[src/rtl/cpu_pkg.sv]
// Shared definitions for the 5-stage MIPS core: datapath widths, control
// encodings and the bundled ID-stage control word.
package cpu_pkg;

   localparam int unsigned DATA_W_DEF = 32;
   localparam int unsigned RA_W_DEF   = 5;

   // ALU operation encodings
   localparam logic [3:0] ALU_ADD  = 4'h0;
   localparam logic [3:0] ALU_SUB  = 4'h1;
   localparam logic [3:0] ALU_AND  = 4'h2;
   localparam logic [3:0] ALU_OR   = 4'h3;
   localparam logic [3:0] ALU_XOR  = 4'h4;
   localparam logic [3:0] ALU_NOR  = 4'h5;
   localparam logic [3:0] ALU_SLT  = 4'h6;
   localparam logic [3:0] ALU_SLTU = 4'h7;
   localparam logic [3:0] ALU_SLL  = 4'h8;
   localparam logic [3:0] ALU_SRL  = 4'h9;
   localparam logic [3:0] ALU_SRA  = 4'hA;

   // Destination register select
   localparam logic [1:0] REGDST_RT = 2'd0;
   localparam logic [1:0] REGDST_RD = 2'd1;
   localparam logic [1:0] REGDST_RA = 2'd2;

   // Write-back source select
   localparam logic [1:0] MEM2REG_ALU = 2'd0;
   localparam logic [1:0] MEM2REG_MEM = 2'd1;
   localparam logic [1:0] MEM2REG_PC4 = 2'd2;

   typedef struct packed {
      logic       reg_write;
      logic [1:0] reg_dst;
      logic       mem_read;
      logic       mem_write;
      logic [1:0] mem_to_reg;
      logic       alu_src1;
      logic       alu_src2;
      logic [3:0] alu_op;
      logic       branch;
   } ctrl_t;

   localparam ctrl_t CTRL_BUBBLE = '0;

endpackage

[src/rtl/id_ex_reg_hazard_detect.sv]
// Load-use hazard detection: a load in EX whose destination is read by the
// instruction in ID. $zero never stalls; a flush overrides the stall so the
// PC redirect is never blocked.
module hazard_detect #(
   parameter int unsigned RA_W = 5
) (
   input  logic            reset,
   input  logic            flush,
   input  logic            ex_mem_read,
   input  logic            ex_valid,
   input  logic [RA_W-1:0] ex_rt,
   input  logic [RA_W-1:0] id_rs,
   input  logic [RA_W-1:0] id_rt,
   input  logic            id_uses_rt,
   output logic            load_use,
   output logic            stall
);

   // Compare the loaded register against the ID sources
   always_comb begin
      load_use = ex_mem_read & ex_valid & (ex_rt != RA_W'(0)) &
                 ((ex_rt == id_rs) | (id_uses_rt & (ex_rt == id_rt)));
      stall    = load_use & ~flush & ~reset;
   end

endmodule

[src/rtl/id_ex_reg.sv]
// ID/EX pipeline register with load-use bubble insertion and flush support.
// Optional feature macro: ID_EX_BUBBLE_CNT_EN adds a 32-bit bubble counter.
module id_ex_reg
   import cpu_pkg::*;
#(
   parameter int unsigned DATA_W = DATA_W_DEF,
   parameter int unsigned RA_W   = RA_W_DEF
) (
   input  logic              clk,
   input  logic              reset,
   input  logic              flush,
   input  logic              id_RegWrite,
   input  logic [1:0]        id_RegDst,
   input  logic              id_MemRead,
   input  logic              id_MemWrite,
   input  logic [1:0]        id_MemtoReg,
   input  logic              id_ALUSrc1,
   input  logic              id_ALUSrc2,
   input  logic [3:0]        id_ALUOp,
   input  logic              id_Branch,
   input  logic              id_uses_rt,
   input  logic [DATA_W-1:0] id_PC_plus_4,
   input  logic [DATA_W-1:0] id_rs_data,
   input  logic [DATA_W-1:0] id_rt_data,
   input  logic [DATA_W-1:0] id_Ext_out,
   input  logic [DATA_W-1:0] id_LU_out,
   input  logic [RA_W-1:0]   id_rs,
   input  logic [RA_W-1:0]   id_rt,
   input  logic [RA_W-1:0]   id_rd,
   input  logic [RA_W-1:0]   id_shamt,
   output logic              ex_RegWrite,
   output logic [1:0]        ex_RegDst,
   output logic              ex_MemRead,
   output logic              ex_MemWrite,
   output logic [1:0]        ex_MemtoReg,
   output logic              ex_ALUSrc1,
   output logic              ex_ALUSrc2,
   output logic [3:0]        ex_ALUOp,
   output logic              ex_Branch,
   output logic [DATA_W-1:0] ex_PC_plus_4,
   output logic [DATA_W-1:0] ex_rs_data,
   output logic [DATA_W-1:0] ex_rt_data,
   output logic [DATA_W-1:0] ex_Ext_out,
   output logic [DATA_W-1:0] ex_LU_out,
   output logic [RA_W-1:0]   ex_rs,
   output logic [RA_W-1:0]   ex_rt,
   output logic [RA_W-1:0]   ex_rd,
   output logic [RA_W-1:0]   ex_shamt,
   output logic              ex_valid,
`ifdef ID_EX_BUBBLE_CNT_EN
   output logic [31:0]       bubble_count,
`endif
   output logic              stall
);

   typedef struct packed {
      logic [DATA_W-1:0] pc_plus_4;
      logic [DATA_W-1:0] rs_data;
      logic [DATA_W-1:0] rt_data;
      logic [DATA_W-1:0] ext_out;
      logic [DATA_W-1:0] lu_out;
      logic [RA_W-1:0]   rs;
      logic [RA_W-1:0]   rt;
      logic [RA_W-1:0]   rd;
      logic [RA_W-1:0]   shamt;
   } data_t;

   ctrl_t ctrl_d, ctrl_q;
   data_t data_d, data_q;
   logic  valid_d, valid_q;
   logic  load_use;
   logic  bubble;

   hazard_detect #(.RA_W(RA_W)) u_hazard (
      .reset       (reset),
      .flush       (flush),
      .ex_mem_read (ctrl_q.mem_read),
      .ex_valid    (valid_q),
      .ex_rt       (data_q.rt),
      .id_rs       (id_rs),
      .id_rt       (id_rt),
      .id_uses_rt  (id_uses_rt),
      .load_use    (load_use),
      .stall       (stall)
   );

   assign bubble = flush | load_use;

   // Next EX contents: bubble zeroes control and validity, data always loads
   always_comb begin
      ctrl_d.reg_write  = id_RegWrite;
      ctrl_d.reg_dst    = id_RegDst;
      ctrl_d.mem_read   = id_MemRead;
      ctrl_d.mem_write  = id_MemWrite;
      ctrl_d.mem_to_reg = id_MemtoReg;
      ctrl_d.alu_src1   = id_ALUSrc1;
      ctrl_d.alu_src2   = id_ALUSrc2;
      ctrl_d.alu_op     = id_ALUOp;
      ctrl_d.branch     = id_Branch;
      valid_d           = 1'b1;
      data_d = '{pc_plus_4: id_PC_plus_4, rs_data: id_rs_data,
                 rt_data: id_rt_data, ext_out: id_Ext_out, lu_out: id_LU_out,
                 rs: id_rs, rt: id_rt, rd: id_rd, shamt: id_shamt};
      if (bubble) begin
         ctrl_d  = CTRL_BUBBLE;
         valid_d = 1'b0;
      end
   end

   // Pipeline register with synchronous reset
   always_ff @(posedge clk) begin
      if (reset) begin
         ctrl_q  <= CTRL_BUBBLE;
         data_q  <= '0;
         valid_q <= 1'b0;
      end else begin
         ctrl_q  <= ctrl_d;
         data_q  <= data_d;
         valid_q <= valid_d;
      end
   end

`ifdef ID_EX_BUBBLE_CNT_EN
   logic [31:0] bcnt_q;

   // Count inserted bubbles; wraps naturally
   always_ff @(posedge clk) begin
      if (reset)       bcnt_q <= '0;
      else if (bubble) bcnt_q <= bcnt_q + 32'd1;
   end

   assign bubble_count = bcnt_q;
`endif

   assign ex_RegWrite  = ctrl_q.reg_write;
   assign ex_RegDst    = ctrl_q.reg_dst;
   assign ex_MemRead   = ctrl_q.mem_read;
   assign ex_MemWrite  = ctrl_q.mem_write;
   assign ex_MemtoReg  = ctrl_q.mem_to_reg;
   assign ex_ALUSrc1   = ctrl_q.alu_src1;
   assign ex_ALUSrc2   = ctrl_q.alu_src2;
   assign ex_ALUOp     = ctrl_q.alu_op;
   assign ex_Branch    = ctrl_q.branch;
   assign ex_PC_plus_4 = data_q.pc_plus_4;
   assign ex_rs_data   = data_q.rs_data;
   assign ex_rt_data   = data_q.rt_data;
   assign ex_Ext_out   = data_q.ext_out;
   assign ex_LU_out    = data_q.lu_out;
   assign ex_rs        = data_q.rs;
   assign ex_rt        = data_q.rt;
   assign ex_rd        = data_q.rd;
   assign ex_shamt     = data_q.shamt;
   assign ex_valid     = valid_q;

endmodule

[config.mk]
export PLATFORM = sky130hd
export DESIGN_NAME = id_ex_reg
export DESIGN_NICKNAME = d
export VERILOG_FILES = /design/src/rtl/cpu_pkg.sv /design/src/rtl/id_ex_reg_hazard_detect.sv /design/src/rtl/id_ex_reg.sv
export SDC_FILE = /design/constraint.sdc
export NUM_CORES = 1
export LEC_CHECK = 0
export BUFFER_PORTS_ARGS = -buffer_cell sky130_fd_sc_hd__buf_2
export CAP_MARGIN = 5
export CORE_AREA = 2 2 153 155
export DETAILED_ROUTE_END_ITERATION = 10
export DIE_AREA = 0 0 155 157
export PLACE_DENSITY = 0.59
export SLEW_MARGIN = 20
export SYNTH_ARGS = -nofsm -noshare
export SYNTH_HDL_FRONTEND = slang
export SYNTH_SLANG_ARGS = --single-unit
[constraint.sdc]
create_clock -name clk -period 2.46 [get_ports clk]
set_clock_uncertainty 0.1 [all_clocks]
set_input_delay 0.738 -clock clk [delete_from_list [all_inputs] [get_ports clk]]
set_output_delay 0.738 -clock clk [all_outputs]
set_load 0.01 [all_outputs]
---- Yosys cells after proc, flatten, opt, wreduce, memory -nomap -nowiden ----
Cells that the tools add are included.
Widths: inputs -> output; s select.
word-level totals
  register bits ........................... 195
  latch bits .............................. 0
  bits in writable memories ............... 0
  memory bits (read-only) ................. 0
  input bits .............................. 198
  output and inout bits ................... 196
  word-level logic and storage cells ...... 34
  memories kept ........................... 0
cells by class
  $add $sub $neg .......................... 0
  multiply operators ...................... 0
  divide/modulo/power cells ............... 0
  magnitude comparators ................... 0
  equality and inequality tests ........... 2
  shift-type cells ........................ 0
  multiplexer cells ....................... 1
  bitwise operators ....................... 10
  reductions and logical operators ........ 2
operators with widths
  cell               count
  $eq 5x5->1         2
  $and 1x1->1        6
  $reduce_bool 5->1  1
  $not 1->1          2
  $or 1x1->1         2
  $reduce_or 2->1    1
  $mux 1             1

---- Depth between registers and ports, before layout ----
Gate-level depths: netlist of run 1.
  depth after elaboration ................. 6
  mapped depth ............................ 5
  mapped depth without buffers ............ 4

---- By module ----
Synthesis of run 1 repeated with hierarchy kept, for this count alone.
second synthesis, totals
  cells, all modules ...................... 431
  area, all modules ....................... 5420.2 sq um
modules (own cells, without submodules)
  module         times used  cells an instance  area each (sq um)  sequential area each (sq um)
  id_ex_reg      1           413                5271.3             3903.7
  hazard_detect  1           18                 148.9              0.0

---- Least setup slack after synthesis of run 1 ----
No wires, ideal clock.
  kind .................................... in2out
  start point ............................. input id_rs[4]
  end point ............................... output stall
  data arrival time ....................... 1541 ps
  path slack .............................. 81 ps
  stages on the path ...................... 4
  cells stage by stage .................... xnor2_1 > nand3_1 > o22ai_1 > and3_2
on the way
  word-level cells in the longest chain between the ends .. 5
RTL lines
  element                   RTL line                       source
  start, declared           id_ex_reg.sv:27                input logic [RA_W-1:0] id_rs,
  $eq 5x5->1                id_ex_reg_hazard_detect.sv:22  ((ex_rt == id_rs) | (id_uses_rt & (ex_rt == id_rt)));
  $or 1x1->1                id_ex_reg_hazard_detect.sv:22
  $and 1x1->1               id_ex_reg_hazard_detect.sv:21  load_use = ex_mem_read & ex_valid & (ex_rt != RA_W'(0)) &
  $and 1x1->1 (2 in a row)  id_ex_reg_hazard_detect.sv:23  stall = load_use & ~flush & ~reset;
  end, declared             id_ex_reg.sv:53                output logic stall
Every way passes these cells.

---- Final worst setup path of run 1 ----
  start point ............................. register data_q, in the netlist ex_rt[3]
  end point ............................... output stall
on the way
  word-level cells in the longest chain between the ends .. 6
  elaborated cells between the ends (all ways) .. 9
  those cells by class .................... 2 x eq/ne; 6 x bitwise; 1 x reduce/logical
RTL lines
  element                     RTL line                       source
  start, declared             id_ex_reg.sv:69                data_t data_d, data_q;
  start signal, assigned      id_ex_reg.sv:118               data_q <= data_d;
  $eq 5x5->1                  id_ex_reg_hazard_detect.sv:22
  $and 1x1->1                 id_ex_reg_hazard_detect.sv:22
  $or 1x1->1                  id_ex_reg_hazard_detect.sv:22
  $and 1x1->1 *               id_ex_reg_hazard_detect.sv:21
  $and 1x1->1 * (2 in a row)  id_ex_reg_hazard_detect.sv:23
Every way passes the cells marked *; elsewhere a longest branch is shown, timed or not.

==> run summary, run 1 <==
Result of the run -> finished, violations left
Violations in the final reports -> negative setup slack
Final worst setup slack -> -0.102 ns
Leakage power summed over all cells -> 0.00419 uW
Number of port buffers -> 393
Total length of routed wires -> 15900 um
Avg Inst Size Synth -> 12.2 um2
TritonCTS clock tree -> built
Share of layout cells above drive strength 1 -> 52.6%
Final hold violations -> 0
Die Span Y -> 157 um
Final HPWL DP -> 12200 um
Post-Synthesis Cells -> 446
Syn Nets -> 644
Number of DRC markers in iteration 0 -> 177
WL/cell -> 13.8 um
Overflow left after global routing -> 0
Type of the worst setup path -> reg -> out
Synth-to-Final Area Change -> 54.4%
Worst skew pair latency -> 0.42 ns
Antenna violations before repair -> 4
I/O pin total -> 394
Fin crit period -> 2.56 ns
Number of filler instances in the final layout -> 2300
Startpoint types -> flip-flop
Global routing usage summed across all routing layers -> 12.4%
Arrival time worst endpoint -> 1.72 ns
Crit path max fanout -> 2
Remaining number of nets flagged by the antenna check after routing -> 0
Library cells used by synthesis -> 17
Storage cell area -> 0.00391 mm2
Overall die area -> 0.0243 mm2
First-pass GRT wire length -> 22800 um
Count of clock tree sinks -> 195
Most frequent cells in the layout -> sky130_fd_sc_hd__buf_2, sky130_fd_sc_hd__dfxtp_1, sky130_fd_sc_hd__nor2b_1
Vias per std cell -> 3.76
Measured slew at the worst slew-check pin -> 0.454 ns
CP required -> 1.62 ns
Floorplan row count -> 55
Cell type contributing the most total cell area after synthesis -> sky130_fd_sc_hd__dfxtp_1
Final routed DRC violation total -> 0
Total chip power -> 6860 uW
Die width -> 155 um
Detailed-router iteration count before antenna repair -> 6
Post-route fraction of the period consumed by the critical path -> 104%
Total placed cells including tap cells -> 1108
Final-stage net count -> 1043
Max-cap violations -> 0
Placeable core region -> 0.0225 mm2
Effective utilization at floorplan -> 24.2%
Element type at the critical path end -> output pin
Max-Slew Margin vs Limit -> 69.7%
Largest cells by area after synthesis -> sky130_fd_sc_hd__dfxtp_1, sky130_fd_sc_hd__nor2b_1, sky130_fd_sc_hd__a21oi_2
Buffers from clock root to sink, at most -> 2
Most common cell after layout, fill and taps aside -> sky130_fd_sc_hd__buf_2
Post-layout instance count excluding filler cells -> 1146
Number of flip-flops and latches in the synthesized netlist -> 195
Tightest Hold Check Type -> in -> reg
Largest net degree at the start of global routing -> 102
CTS clock-pin slew for the worst setup and hold paths -> 0.09 ns
Peak VDD IR -> 400 uV
Portion of synthesized cell area occupied by the leading cell type -> 71.6%
Number of setup violations in the final report -> 1
Number of global-route vias before repair -> 4297
RePlAce Congestion -> 0.879
CTS Root Buffer Type -> sky130_fd_sc_hd__clkbuf_16
Total power density per cell area -> 814 mW/mm2
Detailed-route via count -> 4304
H-tree Lvls -> 4
Maximum clock frequency -> 390 MHz
Unrepaired setup endpoints after global routing -> yes
Number of CTS-inserted buffers -> 17
Final Max Slew Viols -> 0
Proportion of synthesized chip area in sequential cells -> 71.6%
Total standard cell area after synthesis -> 0.00546 mm2
Synth warnings -> 0
Combined area of the multi-input logic cells -> 0.00146 mm2
critical path, cell delays in order, from the launching register on:
cell and delay [ns]:
sky130_fd_sc_hd__dfxtp_2 0.32, sky130_fd_sc_hd__or3_1 0.37, sky130_fd_sc_hd__o311a_4 0.31, sky130_fd_sc_hd__and3_4 0.18
sky130_fd_sc_hd__buf_6 0.11
area by class of cell:
type,count,area share (%)
sequential,195,46.4
clock buffer,18,5.21
antenna,3,0.0891
clock inverter,14,2.24
timing repair buffer,403,24.5
multi-input combinational,228,17.3
tap,285,4.23
cells by family (layout without fill, tap and decap cells):
kind of cell	after synthesis	count (layout)	share of synthesized area, %
flops	195	195	71.6
simple gates	201	201	22.3
other cells	0	3	0
buf+inv	23	435	1.95
xor+xnor	10	10	1.61
compound gates	17	17	2.61
synth_stat cells:
master,n
sky130_fd_sc_hd__nand2_1,16
sky130_fd_sc_hd__a21boi_0,1
sky130_fd_sc_hd__o22ai_1,1
sky130_fd_sc_hd__nor2b_1,180
sky130_fd_sc_hd__or3_1,1
sky130_fd_sc_hd__a21oi_1,4
sky130_fd_sc_hd__buf_12,1
sky130_fd_sc_hd__nor2_1,1
sky130_fd_sc_hd__nand4_1,1
sky130_fd_sc_hd__o311a_4,1
sky130_fd_sc_hd__nand3_1,1
sky130_fd_sc_hd__clkbuf_1,21
sky130_fd_sc_hd__xnor2_1,10
sky130_fd_sc_hd__buf_4,1
sky130_fd_sc_hd__and3_2,1
sky130_fd_sc_hd__dfxtp_1,195
sky130_fd_sc_hd__a21oi_2,10
state kept, by name (all words and copies together), names as in the netlist:
register	cells
ex_PC_plus_4	32
ex_rt	5
ex_Ext_out	32
ex_shamt	5
ex_ALUOp	4
ex_RegDst	2
ex_valid	1
ex_RegWrite	1
ex_MemWrite	1
ex_rs_data	32
ex_LU_out	32
ex_MemtoReg	2
ex_rs	5
ex_rd	5
ex_Branch	1
ex_rt_data	32
ex_ALUSrc2	1
ex_MemRead	1
ex_ALUSrc1	1
report_power, final:
group | internal [uW] | switching [uW] | total, uW | leakage [uW]
registers | 3320 | 39.9 | 3360 | 0.00162
clock network | 1510 | 1370 | 2870 | 0.000306
logic | 323 | 305 | 628 | 0.00226
metrics by stage:
step | instance area (um2) | TNS [ns] | hold slack [ns] | worst slack, ns | utilization, %
floorplan | 5460 | 0 | 0.533 | 0.0815 | -
global placement | 7740 | -0.00840 | 0.692 | -0.00840 | 34.4
detailed placement | 7740 | -0.0187 | 0.692 | -0.0187 | 34.4
CTS | 8410 | -0.132 | 0.385 | -0.132 | 37.4
global route | 8420 | -0.157 | 0.383 | -0.157 | 37.4
finish | 8420 | -0.102 | 0.409 | -0.102 | 37.4
routing by layer:
| layer | up-vias | track usage, % | routed length, um |
|---|---|---|---|
| met5 | - | 0 | 11 |
| met4 | 2 | 5.20 | 274 |
| met3 | 17 | 5.78 | 1520 |
| met2 | 225 | 20.6 | 7760 |
| met1 | 1901 | 13.8 | 6300 |
| li1 | 2159 | - | - |
path summary, 6_finish.rpt:
check,start,end,slack [ns],depth (start not counted)
min,id_rt_data[12],ex_rt_data[12],0.41,2
max,ex_rt[3],stall,-0.10,4
min reg2reg,ex_valid,ex_MemWrite,0.71,3
max reg2reg,ex_rt[3],ex_valid,0.89,4
timing repair:
item | in CTS | in global routing
hold buffers | 0 | 0
pin swaps | 1 | 1
setup buffers | 3 | 0
setup endpoints to repair | 1 | 1
gates resized for setup | 6 | 1
No activity file was read; power rests on OpenSTA's default activity.
==> inputs of run 2 (changes only) <==
- PLACE_DENSITY: 0.59 -> 0.64
==> run summary, run 2 (synthesized netlist as in run 1, its figures left out) <==
Result of the run -> finished, violations left
Violations in the final reports -> negative setup slack
Worst skew pair latency -> 0.42 ns
Overflow left after global routing -> 0
Tightest Hold Check Type -> in -> reg
Most frequent cells in the layout -> sky130_fd_sc_hd__buf_2, sky130_fd_sc_hd__dfxtp_1, sky130_fd_sc_hd__nor2b_1
Effective utilization at floorplan -> 24.2%
Total placed cells including tap cells -> 1106
Max-Slew Margin vs Limit -> 52.0%
CP required -> 1.62 ns
Number of CTS-inserted buffers -> 17
Die Span Y -> 157 um
Final Max Slew Viols -> 0
H-tree Lvls -> 4
Detailed-route via count -> 4333
Final worst setup slack -> -0.123 ns
First-pass GRT wire length -> 22700 um
Total length of routed wires -> 15600 um
Final routed DRC violation total -> 0
Number of setup violations in the final report -> 1
Placeable core region -> 0.0225 mm2
Startpoint types -> flip-flop
Placed standard-cell area -> 0.00773 mm2
Final HPWL DP -> 12000 um
CTS clock-pin slew for the worst setup and hold paths -> 0.08 ns
Number of global-route vias before repair -> 4398
RePlAce Congestion -> 0.828
Arrival time worst endpoint -> 1.75 ns
Number of DRC markers in iteration 0 -> 107
CTS Root Buffer Type -> sky130_fd_sc_hd__clkbuf_16
Global routing usage summed across all routing layers -> 12.2%
Buffers from clock root to sink, at most -> 2
Post-route fraction of the period consumed by the critical path -> 105%
Share of layout cells above drive strength 1 -> 52.2%
Final hold violations -> 0
Most common cell after layout, fill and taps aside -> sky130_fd_sc_hd__buf_2
Final-stage net count -> 1039
Overall die area -> 0.0243 mm2
Peak VDD IR -> 379 uV
Detailed-router iteration count before antenna repair -> 6
TritonCTS clock tree -> built
Element type at the critical path end -> output pin
Number of hold buffers added after cts -> 0
Die width -> 155 um
Floorplan row count -> 55
Max-cap violations -> 0
WL/cell -> 13.7 um
Post-layout instance count excluding filler cells -> 1140
Final standard cell utilization of the core -> 37.1%
Vias per std cell -> 3.80
Total non-filler cell area in the finished layout -> 0.00834 mm2
Count of clock tree sinks -> 195
Type of the worst setup path -> reg -> out
Worst setup path start -> ex_rt[1]
Remaining number of nets flagged by the antenna check after routing -> 0
Number of port buffers -> 393
Maximum clock frequency -> 387 MHz
Fin crit period -> 2.58 ns
Total power density per cell area -> 799 mW/mm2
Post-Place Setup Slack -> -0.0643 ns
Measured slew at the worst slew-check pin -> 0.719 ns
Leakage power summed over all cells -> 0.00414 uW
Hold_ws -> 0.412 ns
Origin of the worst min-delay path -> id_Ext_out[24]
Unrepaired setup endpoints after global routing -> yes
I/O pin total -> 394
Largest net degree at the start of global routing -> 109
Crit path max fanout -> 2
Synth-to-Final Area Change -> 52.9%
Reg-to-reg critical path startpoint -> ex_rt[1]
Antenna violations before repair -> 1
-- run 2: cell types whose count changed in the layout (fill, tap and decap cells not counted) --
cell                        previous run  this run
sky130_fd_sc_hd__clkbuf_8              1         0
sky130_fd_sc_hd__clkinv_4              1         2
sky130_fd_sc_hd__clkinv_2              0         1
sky130_fd_sc_hd__buf_4                 9         5
sky130_fd_sc_hd__clkinv_8              5         3
sky130_fd_sc_hd__or3_4                 0         1
sky130_fd_sc_hd__diode_2               3         1
sky130_fd_sc_hd__bufinv_16             1         0
sky130_fd_sc_hd__or3_1                 1         0
sky130_fd_sc_hd__clkbuf_1              0         2
-- run 2: final cells by class --
cell class | count | area [um2]
Clock inverter | 13 | 140
Tap cell | 285 | 357
Clock buffer | 19 | 433
Antenna cell | 1 | 2.50
Timing Repair Buffer | 399 | 2040
Sequential cell | 195 | 3910
Fill cell | 2243 | 14200
Multi-Input combinational cell | 228 | 1460
-- run 2: path summary, 6_finish.rpt --
check                                 endpoint  depth (start not counted)  slack, ns
worst max-delay path                     stall                          4      -0.12
worst min-delay path            ex_Ext_out[24]                          2       0.41
worst min register to register      ex_MemRead                          3       0.71
worst max register to register        ex_valid                          4       0.87
-- run 2: layer usage --
| metal | share of wire, % | vias up | GRT usage, % |
|---|---|---|---|
| li1 | - | 2149 | - |
| met1 | 40 | 1944 | 13.6 |
| met2 | 49 | 220 | 20.7 |
| met3 | 8.7 | 20 | 4.93 |
| met4 | 2.3 | 0 | 5.42 |
| met5 | 0 | - | 0 |
-- run 2: power by group --
group          switching [uW]  internal [uW]  total (uW)
Sequential               44.4           3320        3370
Clock                    1320           1360        2680
Combinational             301            320         621
Total                    1670           5000        6660
-- run 2: metrics by stage --
stage / setup TNS (ns) / total power (uW)
final: -0.123 / 6660
after global routing: -0.180 / 6990
after CTS: -0.145 / 6790
after detailed placement: -0.0643 / 4070
after global placement: -0.0197 / 4060
after floorplan: 0 / 3700
-- run 2: timing repair --
action | CTS | global route
endpoints found under the setup margin | 1 | 1
gates resized for setup | 7 | 1
buffers inserted | 1 | 0
-- run 2: critical path, cell delays in order, from the launching register on --
cell and delay [ns]:
sky130_fd_sc_hd__dfxtp_4 0.34, sky130_fd_sc_hd__or3_4 0.38, sky130_fd_sc_hd__o311a_4 0.31, sky130_fd_sc_hd__and3_4 0.18, sky130_fd_sc_hd__buf_6 0.11
